<file path="src/rtl/mem_port_arbiter.sv">
// mem_port_arbiter
//
// Shares one single-port unified memory between instruction fetch (IF) and
// the data-memory stage (DM). One transaction is outstanding at a time and
// is walked through a four-state FSM: IDLE -> REQ -> WAIT -> DONE -> IDLE.
// The data side wins arbitration. A burst counter caps how many DM grants
// can go back to back while IF is waiting, so IF always makes progress.
//
// Ports
//   clk, rst_n                     clock, asynchronous active-low reset
//   if_req/if_addr/if_kill         fetch request, address, and flush
//   if_done/if_rdata               one-cycle completion pulse and data
//   dm_req/dm_we/dm_addr/
//   dm_wdata/dm_wstrb              data request and fields
//   dm_done/dm_rdata               one-cycle completion pulse and load data
//   if_stall/dm_stall              per-requester stall to the hazard unit
//   mem_req/mem_we/mem_addr/
//   mem_wdata/mem_wstrb            latched request towards the bus wrapper
//   mem_gnt                        bus accepted the request this cycle
//   mem_rvalid/mem_rdata           response (read data or write ack)

module mem_port_arbiter #(
  parameter int ADDR_W       = 32,
  parameter int DATA_W       = 32,
  parameter int MAX_DM_BURST = 4
) (
  input  logic              clk,
  input  logic              rst_n,
  // instruction fetch side
  input  logic              if_req,
  input  logic [ADDR_W-1:0] if_addr,
  input  logic              if_kill,
  output logic              if_done,
  output logic [DATA_W-1:0] if_rdata,
  // data memory side
  input  logic              dm_req,
  input  logic              dm_we,
  input  logic [ADDR_W-1:0] dm_addr,
  input  logic [DATA_W-1:0] dm_wdata,
  input  logic [3:0]        dm_wstrb,
  output logic              dm_done,
  output logic [DATA_W-1:0] dm_rdata,
  // to the hazard unit
  output logic              if_stall,
  output logic              dm_stall,
  // memory bus
  output logic              mem_req,
  output logic              mem_we,
  output logic [ADDR_W-1:0] mem_addr,
  output logic [DATA_W-1:0] mem_wdata,
  output logic [3:0]        mem_wstrb,
  input  logic              mem_gnt,
  input  logic              mem_rvalid,
  input  logic [DATA_W-1:0] mem_rdata
);

  typedef enum logic [1:0] {ST_IDLE, ST_REQ, ST_WAIT, ST_DONE} state_e;
  typedef enum logic       {OWN_IF, OWN_DM} owner_e;

  typedef struct packed {
    logic              we;
    logic [ADDR_W-1:0] addr;
    logic [DATA_W-1:0] wdata;
    logic [3:0]        wstrb;
  } req_t;

  localparam logic [3:0] BURST_MAX = 4'(MAX_DM_BURST);

  state_e            state_q, state_d;
  owner_e            owner_q, owner_d;
  req_t              req_q, req_d;
  logic [3:0]        burst_q, burst_d;
  logic              kill_q, kill_d;
  logic [DATA_W-1:0] if_rdata_q, if_rdata_d;
  logic [DATA_W-1:0] dm_rdata_q, dm_rdata_d;

  logic pick_dm, pick_if;
  logic if_owns_bus;

  // DM wins unless IF is waiting and DM has used up its burst allowance.
  // A flush in the same cycle cancels the fetch before it is ever issued.
  assign pick_dm = dm_req & (~if_req | (burst_q < BURST_MAX));
  assign pick_if = ~pick_dm & if_req & ~if_kill;

  // IF holds the bus in REQ/WAIT; a flush there can only be remembered,
  // because the bus transaction itself cannot be withdrawn.
  assign if_owns_bus = (owner_q == OWN_IF) &&
                       ((state_q == ST_REQ) || (state_q == ST_WAIT));

  always_comb begin
    state_d    = state_q;
    owner_d    = owner_q;
    req_d      = req_q;
    burst_d    = burst_q;
    kill_d     = kill_q;
    if_rdata_d = if_rdata_q;
    dm_rdata_d = dm_rdata_q;

    if (if_owns_bus && if_kill) kill_d = 1'b1;

    case (state_q)
      ST_IDLE: begin
        if (pick_dm) begin
          owner_d = OWN_DM;
          req_d   = '{we: dm_we, addr: dm_addr, wdata: dm_wdata, wstrb: dm_wstrb};
          // Only grants that actually make IF wait count against the burst.
          if (if_req) begin
            if (burst_q < BURST_MAX) burst_d = burst_q + 4'd1;
          end else begin
            burst_d = '0;
          end
          state_d = ST_REQ;
        end else if (pick_if) begin
          owner_d = OWN_IF;
          req_d   = '{we: 1'b0, addr: if_addr, wdata: '0, wstrb: '0};
          burst_d = '0;
          state_d = ST_REQ;
        end
      end
      ST_REQ: begin
        if (mem_gnt) state_d = ST_WAIT;
      end
      ST_WAIT: begin
        if (mem_rvalid) begin
          if (owner_q == OWN_IF) if_rdata_d = mem_rdata;
          else                   dm_rdata_d = mem_rdata;
          state_d = ST_DONE;
        end
      end
      ST_DONE: begin
        // The flag only lives for the transaction it was raised on.
        kill_d  = 1'b0;
        state_d = ST_IDLE;
      end
      default: state_d = ST_IDLE;
    endcase
  end

  always_ff @(posedge clk or negedge rst_n) begin
    if (!rst_n) begin
      state_q    <= ST_IDLE;
      owner_q    <= OWN_IF;
      req_q      <= '0;
      burst_q    <= '0;
      kill_q     <= 1'b0;
      if_rdata_q <= '0;
      dm_rdata_q <= '0;
    end else begin
      state_q    <= state_d;
      owner_q    <= owner_d;
      req_q      <= req_d;
      burst_q    <= burst_d;
      kill_q     <= kill_d;
      if_rdata_q <= if_rdata_d;
      dm_rdata_q <= dm_rdata_d;
    end
  end

  // Outputs are decoded from registered state only, so they all drop the
  // moment reset asserts. Stalls are additionally gated by reset so the
  // hazard unit sees a quiet arbiter while it is held in reset.
  assign mem_req   = (state_q == ST_REQ);
  assign mem_we    = req_q.we;
  assign mem_addr  = req_q.addr;
  assign mem_wdata = req_q.wdata;
  assign mem_wstrb = req_q.wstrb;

  assign if_done   = (state_q == ST_DONE) && (owner_q == OWN_IF) && !kill_q;
  assign dm_done   = (state_q == ST_DONE) && (owner_q == OWN_DM);
  assign if_rdata  = if_rdata_q;
  assign dm_rdata  = dm_rdata_q;

  assign if_stall  = rst_n & if_req & ~if_done;
  assign dm_stall  = rst_n & dm_req & ~dm_done;

endmodule
</file>
<file path="config.mk">
export PLATFORM = sky130hd
export DESIGN_NAME = mem_port_arbiter
export DESIGN_NICKNAME = d
export VERILOG_FILES = /design/src/rtl/mem_port_arbiter.sv
export SDC_FILE = /design/constraint.sdc
export NUM_CORES = 1
export LEC_CHECK = 0
export ABC_AREA = 1
export CAP_MARGIN = 5
export CORE_MARGIN = 10
export CORE_UTILIZATION = 45
export DETAILED_ROUTE_END_ITERATION = 8
export PLACE_DENSITY_LB_ADDON = 0.08
export SETUP_SLACK_MARGIN = 0.4
export SLEW_MARGIN = 20
export SYNTH_ARGS = -nofsm -noshare
export SYNTH_HDL_FRONTEND = slang
export SYNTH_SLANG_ARGS = --single-unit
</file>
<file path="constraint.sdc">
create_clock -name clk -period 3 [get_ports clk]
set_clock_uncertainty 0.15 [all_clocks]
set_input_delay 0.75 -clock clk [delete_from_list [all_inputs] [get_ports clk]]
set_output_delay 0.75 -clock clk [all_outputs]
set_load 0.01 [all_outputs]
</file>
---- After elaboration in Yosys (flattened, before gate mapping) ----
Cells that the tools add are included.
word-level totals
  output and inout port bits .............. 138
  register bits ........................... 141
  bits of input ports ..................... 140
  word-level logic and storage cells ...... 63
operators by class
  eq/ne operators ......................... 7
  bitwise gates (word level) .............. 14
  magnitude comparators ................... 1
  add/sub/neg operators ................... 1
  reduce and logical (&&, ||, !) cells .... 15
  muxes and demuxes ....................... 15
operators with widths
  kind                   number
  $mux W69               2
  $mux W4                4
  $reduce_and A3 Y1      4
  $mux W2                4
  $pmux W2 S4            1
  $and A1 B1 Y1          7
  $not A1 Y1             6
  $logic_and A1 B1 Y1    5
  $add A4 B1 Y4 const B  1
  $eq A2 B2 Y1 const B   2
  $lt A4 B3 Y1 const B   1
  $mux W1                4
  $reduce_bool A2 Y1     2
  $ne A3 B2 Y1 const B   1
  $ne A3 B3 Y1 const B   1
  $eq A2 B1 Y1 const B   1
  $logic_not A2 Y1       1
  $ne A2 B1 Y1 const B   1
  $ne A2 B2 Y1 const B   1
  $reduce_and A2 Y1      1
  $logic_not A1 Y1       1
  $logic_or A1 B1 Y1     1
  $or A1 B1 Y1           1

---- Logic depth before layout (Yosys ltp) ----
  depth after elaboration ................. 9
  mapped depth ............................ 8
  mapped depth without buffers ............ 8

---- Worst setup path after synthesis ----
Ideal clock, no wire load.
  path type ............................... input to output
  from .................................... in dm_req
  to ...................................... out dm_stall
  setup slack ............................. 0.548 ns
  buffers on the path ..................... 2
  required time ........................... 2.100 ns
  stages .................................. 4
  data arrival time ....................... 1.552 ns
  cell sequence ........................... clkbuf_1 clkbuf_1 nand2_1 nor2_1
on the way
  longest elaborated chain between the ends .. 2
RTL lines
  what                        line  RTL
  from (decl)                 36    input logic dm_req,
  $and A1 B1 Y1 (2 in a row)  174   assign dm_stall = rst_n & dm_req & ~dm_done;
  to (decl)                   45    output logic dm_stall,
No other way between the ends.

---- Worst setup path in the final report ----
  from .................................... in if_req
  to ...................................... out if_stall
on the way
  longest elaborated chain between the ends .. 2
RTL lines
  what                        line  RTL
  from (decl)                 30    input logic if_req,
  $and A1 B1 Y1 (2 in a row)  173   assign if_stall = rst_n & if_req & ~if_done;
  to (decl)                   44    output logic if_stall,
No other way between the ends.

==> results.rst <==
.. list-table::
   :header-rows: 1

   * - Metric
     - Value
   * - Worst-path maximum fanout
     - 2
   * - Internal power component
     - 6.175 mW
   * - Internal reg-to-reg setup slack
     - 0.92 ns
   * - Req. time, crit path
     - 2.10 ns
   * - Unrepaired setup endpoints after global routing
     - false
   * - Cell Rows
     - 41
   * - Sequential share of power
     - 34.4%
   * - # hold bufs at CTS
     - 0
   * - Total power density per cell area
     - 978.5 mW/mm^2
   * - Overall die width
     - 135.0 um
   * - Total GRT Usage
     - 21.23%
   * - Placer Congestion
     - 0.8195
   * - Final HPWL DP
     - 14360 um
   * - Global-route wire length before repair
     - 30880 um
   * - Clock Power Share
     - 23.7%
   * - Vias per cell
     - 4.789
   * - Synthesized netlist net count
     - 843
   * - Crit path DAT
     - 1.64 ns
   * - Net count of the finished layout
     - 1115
   * - Number of antenna-violating nets in the routed design
     - 0
   * - IO Count
     - 278
   * - Max Cap Violations
     - 0
   * - Headroom to the max-slew limit
     - 46.65%
   * - Fraction of the core area covered by cells at the end of the flow
     - 74.30%
   * - Global routing usage on met3
     - 9.310%
   * - Top cell type's share of synthesized area
     - 59.27%
   * - Clock transition at the registers of the reported paths
     - 0.06 ns
   * - Largest net degree at the start of global routing
     - 142
   * - Total via count in the routed design
     - 5526
   * - Initial antenna violation count
     - 0
   * - Total CTS buffers
     - 17
   * - Number of warnings printed during yosys synthesis
     - 0
   * - Max Root-Sink Buffers
     - 2
   * - Launching element type of the critical path
     - primary input
   * - Top post-synthesis cells by area
     - sky130_fd_sc_hd__dfrtp_1 (59%), sky130_fd_sc_hd__nand2_1 (17%), sky130_fd_sc_hd__o21ai_0 (5.6%), sky130_fd_sc_hd__inv_1 (5.2%), sky130_fd_sc_hd__nand3_1 (3.4%)
   * - Initial core utilization
     - 46.61%
   * - Distinct cell type count after synthesis
     - 20
   * - Area Overhead vs Synth
     - 59.42%
   * - Switching share of power
     - 33.51%
   * - Initial DRC count
     - 454
   * - DR WL/cell
     - 16.77 um
   * - Total negative slack for setup checks
     - 0 ns
   * - Met1 usage
     - 22.88%
   * - Fraction of layout instances using a drive strength above 1
     - 5.295%
   * - PnR worst setup slack
     - 0.4596 ns
   * - Gate count after technology mapping
     - 697
   * - H-tree depth
     - 4
   * - Status
     - finished, final reports clean
   * - Root Buffer
     - sky130_fd_sc_hd__clkbuf_16
   * - Sequential standard cell area
     - 0.003528 sq mm
   * - Die extent in y
     - 135.0 um
   * - Static Leak
     - 4.722 nW
   * - Avg Cell Area, Syn
     - 8.541 sq um
   * - Crit. End Element
     - output pin
   * - Worst slack after detailed placement
     - 0.1684 ns
   * - Global routing usage on met2
     - 36.18%
   * - Sw Pwr
     - 3.112 mW
   * - Final hold violation count
     - 0
   * - Max-slew violation count
     - 0
   * - Hold crit path type
     - primary input to async pin
   * - Register area share after synthesis
     - 59.27%
   * - Total grt overflow
     - 0
   * - Seq cells post-synth
     - 141
   * - Multi-input gate area
     - 0.001914 sq mm
   * - Mapped cell area
     - 0.005953 sq mm
   * - Dominant cell type by area after synthesis
     - sky130_fd_sc_hd__dfrtp_1
   * - Combinational power share
     - 41.9%
   * - Core outline area
     - 0.01277 sq mm
   * - Area of the die
     - 0.01823 sq mm
   * - Minimum period implied by the final worst setup slack
     - 2.540 ns
   * - Fmax
     - 393.6 MHz
   * - Final setup vio count
     - 0
   * - Clock tree from TritonCTS
     - done
   * - Input/output buffers
     - 277
   * - Number of antenna repair diodes
     - 0
   * - Pre-antenna DRT Iters
     - 5
   * - Final period util
     - 84.68%
   * - Critical path class
     - primary input to output pin
   * - Worst Tran Pin Value
     - 0.8003 ns
   * - DRC violation count after routing
     - 0
   * - Layer with the highest usage after global routing
     - met2
   * - Fill cell total of the finished layout
     - 921
   * - Latest clock arrival within the worst-skew pair
     - 0.41 ns
   * - Sinks on the clock net
     - 141
   * - Routed Wire Length
     - 19350 um
   * - Highest ir drop seen on vdd
     - 533.3 uV
   * - Number of global-route vias before repair
     - 5741
## power groups by stage
| stage | Combinational [mW] | Clock, mW | Sequential, mW |
|---|---|---|---|
| floorplan | 1.28 | 0 | 3.55 |
| global placement | 3.81 | 0 | 3.17 |
| detailed placement | 3.92 | 0 | 3.22 |
| CTS | 3.97 | 2.25 | 3.20 |
| global route | 4.26 | 2.34 | 3.30 |
| finish | 3.89 | 2.20 | 3.19 |
## state kept, by name, indices dropped and copies added (netlist names)
signal and cells:
kill_q 1, mem_we 1, mem_wstrb 4, mem_wdata 32
dm_rdata 32, burst_q 4, owner_q 1, mem_addr 32
state_q 2, if_rdata 32
## cells in the mapped netlist, drive strengths merged
cell type	instances
a21oi	1
buf	14
clkbuf	23
dfrtp	141
ha	6
inv	83
nand2	277
nand3	41
nand4	1
nor2	2
o21ai	105
o22ai	1
or2	1
xnor2	1
## final cells by class
class | instances | area share (%)
flip-flops and latches | 141 | 37.18
repair buffers | 290 | 30.51
multi-input cells | 436 | 20.17
clock buffers | 21 | 4.852
inverters | 83 | 3.283
well taps | 172 | 2.268
clock inverters | 11 | 1.740
## placed cells by master (no fill, tap or decap), drive strengths merged, types with 2 or more instances in the layout
master and count:
bufinv 4, clkinv 3, nor2 2, dlygate4sd2 3
ha 6, clkinvlp 4, buf 14, nand2 277
inv 83, clkbuf 21, nand3 41, dfrtp 141
o21ai 105, clkdlybuf4s50 271
## routing by layer
layer | vias to the layer above | routed length (um) | share of wire (%)
li1 | 2701 | - | -
met5 | - | 0 | 0
met4 | 0 | 380 | 2.0
met2 | 212 | 9687 | 50
met1 | 2585 | 7353 | 38
met3 | 28 | 1925 | 9.9
## stage by stage
step | power, mW | std cells | hold slack (ns) | area (sq um)
2_1_floorplan | 4.830 | 697 | 0.3034 | 5953
3_3_place_gp | 6.980 | 1119 | 0.3110 | 8841
3_5_place_dp | 7.136 | 1119 | 0.3156 | 8841
4_1_cts | 9.414 | 1154 | 0.3365 | 9487
5_1_grt | 9.899 | 1154 | 0.3533 | 9490
6_report | 9.287 | 1154 | 0.2625 | 9490
## critical path, cell delays in order
cell	delay [ns]
sky130_fd_sc_hd__clkdlybuf4s50_1	0.48
sky130_fd_sc_hd__nand3_1	0.09
sky130_fd_sc_hd__inv_1	0.06
sky130_fd_sc_hd__dlygate4sd2_1	0.26
## worst paths after layout
| check | from | end | cells past startpoint |
|---|---|---|---|
| max in group asynchronous | rst_n | dm_rdata[10] | 2 |
| setup reg to reg | state_q[0] | mem_addr[10] | 8 |
| min in group clk | mem_addr[8] | mem_addr[8] | 2 |
| hold / removal | rst_n | mem_addr[13] | 2 |
| hold reg to reg | mem_addr[8] | mem_addr[8] | 2 |
| setup / recovery | if_req | if_stall | 4 |
## cell families (layout without fill, tap and decap cells)
logic type	Yosys count	after routing	synth area share [%]
flops	141	141	59.27
compound gates	107	107	9.206
fa+ha+maj	6	6	1.261
xor+xnor	1	1	0.1471
buf+inv	120	405	8.827
simple gates	322	322	21.29
## timing repair
action,4_1_cts,5_1_grt
pin swaps,0,0
setup endpoints to repair,5,2
endpoints found under the hold margin,0,0
setup buffers,3,0
resized for setup,5,2
Note: power is estimated with default switching activity, not from simulation.
==> patch 1 (same settings) <==
Make the reset (`rst_n`) synchronous in one clocked block. Comments in the files are not updated.
--- a/src/rtl/mem_port_arbiter.sv
+++ b/src/rtl/mem_port_arbiter.sv
@@ -137,5 +137,5 @@
   end
 
-  always_ff @(posedge clk or negedge rst_n) begin
+  always_ff @(posedge clk) begin
     if (!rst_n) begin
       state_q    <= ST_IDLE;
Function: differs if rst_n is asserted again (counterexample within 4 cycles, from zero or initial values and one cycle with rst_n low); with rst_n held inactive, the same outputs for 4 cycles.
==> patch 1 against the unedited design <==
  * Register-to-register slack better by 120 ps
  * Setup slack worse by 3.6 ps
  * Count of clock-buffer cells in the layout stayed put
  * Total power is 23% lower
  * Sequential cell count stayed put
  * Combinational power is 37% lower
  * Via count is 7.3% higher
  * Non-clock buffer count is 1 higher
  * Wire length is 1.6% lower
  * Cell area is 2.2% lower
  * Area after synthesis is 4.2% lower
  * Global-route usage is 0.074 points lower
  * Critical path type unchanged
==> patch 1: results (changes against the unedited design) <==
crit-reg2reg-launch: "state_q[0]$_SDFFE_PN0P_"  # was state_q[0]$_DFFE_PN0P_
powerDensity_nw_per_um2: 772  # was 979 nW/um^2
pwr-share-clk: 0.320  # was 0.237
gp_congestion: 0.764  # was 0.820
gr-usage-all-layers: 0.212  # about the same
synthArstFlopShare: 0  # was 1.00
p_comb_frac: 0.342  # was 0.419
synthTopCellsByArea: "dfxtp_1 (49%), nand2_1 (14%), nor2_1 (9.1%)"  # was dfrtp_1 (59%), nand2_1 (17%), o21ai_0 (5.6%)
dp_worst_setup_slack_ps: 163  # was 168 ps
peakVddDrop_mv: 0.454  # was 0.533 mV
max_stage_delay_ps: 500  # was 480 ps
cts_setup_buffers: 0  # was 3
reg2reg_depth: 6  # was 8
status: "complete, no violations"  # unchanged
drt_wl_total_microns: 19000  # was 19300 microns
synth_cell_types: 21  # was 20
vias: 5927  # was 5526
ys_seq_area_frac: 0.495  # was 0.593
grt_max_degree: 100  # was 142
dpl.hpwl_microns: 13600  # was 14400 microns
dr.pass1.iters: 4  # was 5
min_path_type: "reg -> reg"  # was in -> async
drt_iter0_drc: 303  # was 454
synth-compound-area-share: 0.128  # was 0.0921
fin_nets: 1221  # was 1115
fin_cells: 1259  # was 1154
p_int_uw: 4940  # was 6170 uW
synth_common_cells: "nand2_1 (217), dfxtp_1 (141), nor2_1 (138)"  # was nand2_1 (276), dfrtp_1 (141), inv_1 (82)
synth_fp_nets: 962  # was 843
drive_gt1_frac: 0.0460  # was 0.0530
grt_pass1_vias: 5637  # was 5741
patch 1: final cells by class:
class                      count  area, sq um  share of cell area
multi-input combinational    545         2360               0.254
inverter                      79          297              0.0320
sequential                   141         2820               0.304
clock inverter                10          188              0.0202
tap                          172          215              0.0232
clock buffer                  21          460              0.0496
timing repair buffer         291         2940               0.316
patch 1: final timing paths:
kind / endpoint / slack (ps)
worst min register to register: dm_rdata[19]$_SDFFE_PN0P_ / 290
worst max-delay path: if_stall / 460
worst max register to register: dm_rdata[2]$_SDFFE_PN0P_ / 1040
worst min-delay path: dm_rdata[19]$_SDFFE_PN0P_ / 290
patch 1: what timing repair did:
action                     CTS  global route
hold endpoints to repair     0             0
resized for setup            5             3
cloned                       0             0
setup endpoints to repair    4             3
patch 1: routing by layer:
layer  routed length, microns  track usage  vias up
met4                      332       0.0721        0
met5                        0            0        -
li1                         -            -     3059
met2                     9090        0.349      194
met1                     7770        0.234     2652
met3                     1850        0.101       22
==> patch 2 (same settings) <==
Without the edit above. Change the parameter `DATA_W` from 32 to 48.
--- a/src/rtl/mem_port_arbiter.sv
+++ b/src/rtl/mem_port_arbiter.sv
@@ -22,5 +22,5 @@
 module mem_port_arbiter #(
   parameter int ADDR_W       = 32,
-  parameter int DATA_W       = 32,
+  parameter int DATA_W       = 48,
   parameter int MAX_DM_BURST = 4
 ) (
Ports: changed (5 resized); port bits go from 278 to 358. The function was not compared with the original's and may differ.
==> patch 2 against the unedited design <==
  * Area after synthesis increased by 29%
  * Largest cell class unchanged
  * Setup slack better by 8.8 ps
  * Total power grew 24%
  * Die area up 25%
  * Sequential cell count grew 48
  * Wire length up 29%
  * Combinational power grew 31%
  * First-iteration DRC count increased by 0.44%
  * Cell area grew 27%
  * Utilization shrank 1.6 points
==> patch 2: results (changes against the unedited design) <==
gr-usage-met2: 0.365  # was 0.362
worst_slack_ps: 468  # was 460 ps
arrival_ps: 1630
grtUsageMet3: 0.0960  # was 0.0931
switching_share: 0.344  # was 0.335
synthXorXnorAreaFrac: 0.00114  # was 0.00147
synthTopCellsByArea: "dfrtp_1 (62%), nand2_1 (16%), o21ai_0 (9.9%)"  # was dfrtp_1 (59%), nand2_1 (17%), o21ai_0 (5.6%)
drt_iter0_drc: 456  # was 454
gr-usage-all-layers: 0.216  # was 0.212
dpl.hpwl_microns: 18800  # was 14400 microns
synth_cell_types: 20  # unchanged
met1_length_microns: 9220  # was 7350 microns
gp_congestion: 0.809  # was 0.820
crit-reg2reg-launch: "state_q[0]$_DFFE_PN0P_"  # unchanged
dr.pass1.iters: 5  # unchanged
synth_common_cells: "nand2_1 (323), dfrtp_1 (189), o21ai_0 (152)"  # was nand2_1 (276), dfrtp_1 (141), inv_1 (82)
grt_pass1_vias: 6823  # was 5741
synth_ff_type: "dfrtp_1"  # unchanged
endpoint: "if_stall"  # unchanged
vias: 6920  # was 5526
postPlaceCellArea_sq_um: 11500  # was 8840 sq um
wl_per_cell_microns: 17.2  # was 16.8 microns
wl_met2_microns: 12400  # was 9690 microns
fin_cells: 1459  # was 1154
synth_fp_nets: 1061  # was 843
cp_max_fo: 2  # unchanged
peakVddDrop_mv: 0.476  # was 0.533 mV
ys_seq_area_frac: 0.615  # was 0.593
max_stage_delay_ps: 480  # about the same
htree_levels: 4  # unchanged
io_buffers: 357  # was 277
reg2reg_depth: 6  # was 8
antennaDiodeCount: 0  # unchanged
startpoint: "if_req"  # unchanged
whs_ps: 16.0  # was 262 ps
synthCells: 883  # was 697
max_slew_margin: 0.367  # was 0.466
drive_gt1_frac: 0.0436  # was 0.0530
clock_path_buffers: 2  # unchanged
dr_wl_met3_microns: 2890  # was 1930 microns
synthArstFlopShare: 1.00  # unchanged
grt_pass1_wl_microns: 38000  # was 30900 microns
status: "complete, no violations"  # unchanged
cellLeakagePower_uw: 0.00598  # was 0.00472 uW
fin_nets: 1405  # was 1115
r2r_end: "if_rdata[26]$_DFFE_PN0P_"  # was mem_addr[10]$_DFFE_PN0P_
synth-compound-area-share: 0.103  # was 0.0921
grt_max_degree: 172  # was 142
synthAdderAreaFrac: 0.00976  # was 0.0126
grtUsageMet1: 0.238  # was 0.229
dp_worst_setup_slack_ps: 128  # was 168 ps
patch 2: cell count changes in the layout (fill, tap and decap cells not counted), moves of 2 or more:
cell	unedited run	this run
inv_1	82	114
dfrtp_1	141	189
o21ai_1	37	0
buf_12	2	6
o21ai_0	67	152
nand2_1	275	323
buf_4	11	9
clkdlybuf4s50_1	271	351
bufinv_16	4	2
patch 2: power by group through the flow:
stage	registers (uW)	clock network, uW	logic (uW)
detailed placement	4270	0	5150
CTS	4250	2230	5150
global route	4390	2350	5590
finish	4250	2180	5080
global placement	4240	0	5060
floorplan	4760	0	1480
patch 2: timing repair:
action / CTS / global route
pin swaps: 0 / 0
endpoints found under the setup margin: 5 / 2
setup buffers: 0 / 3
resized for setup: 5 / 4
hold buffers: 0 / 0
patch 2: final cells by class:
cell class              instances  area, sq um
flip-flops and latches        189         4730
clock buffers                  20          447
well taps                     220          275
fillers                      1317         4550
multi-input cells             532         2340
inverters                     115          432
clock inverters                11          119
repair buffers                372         3760
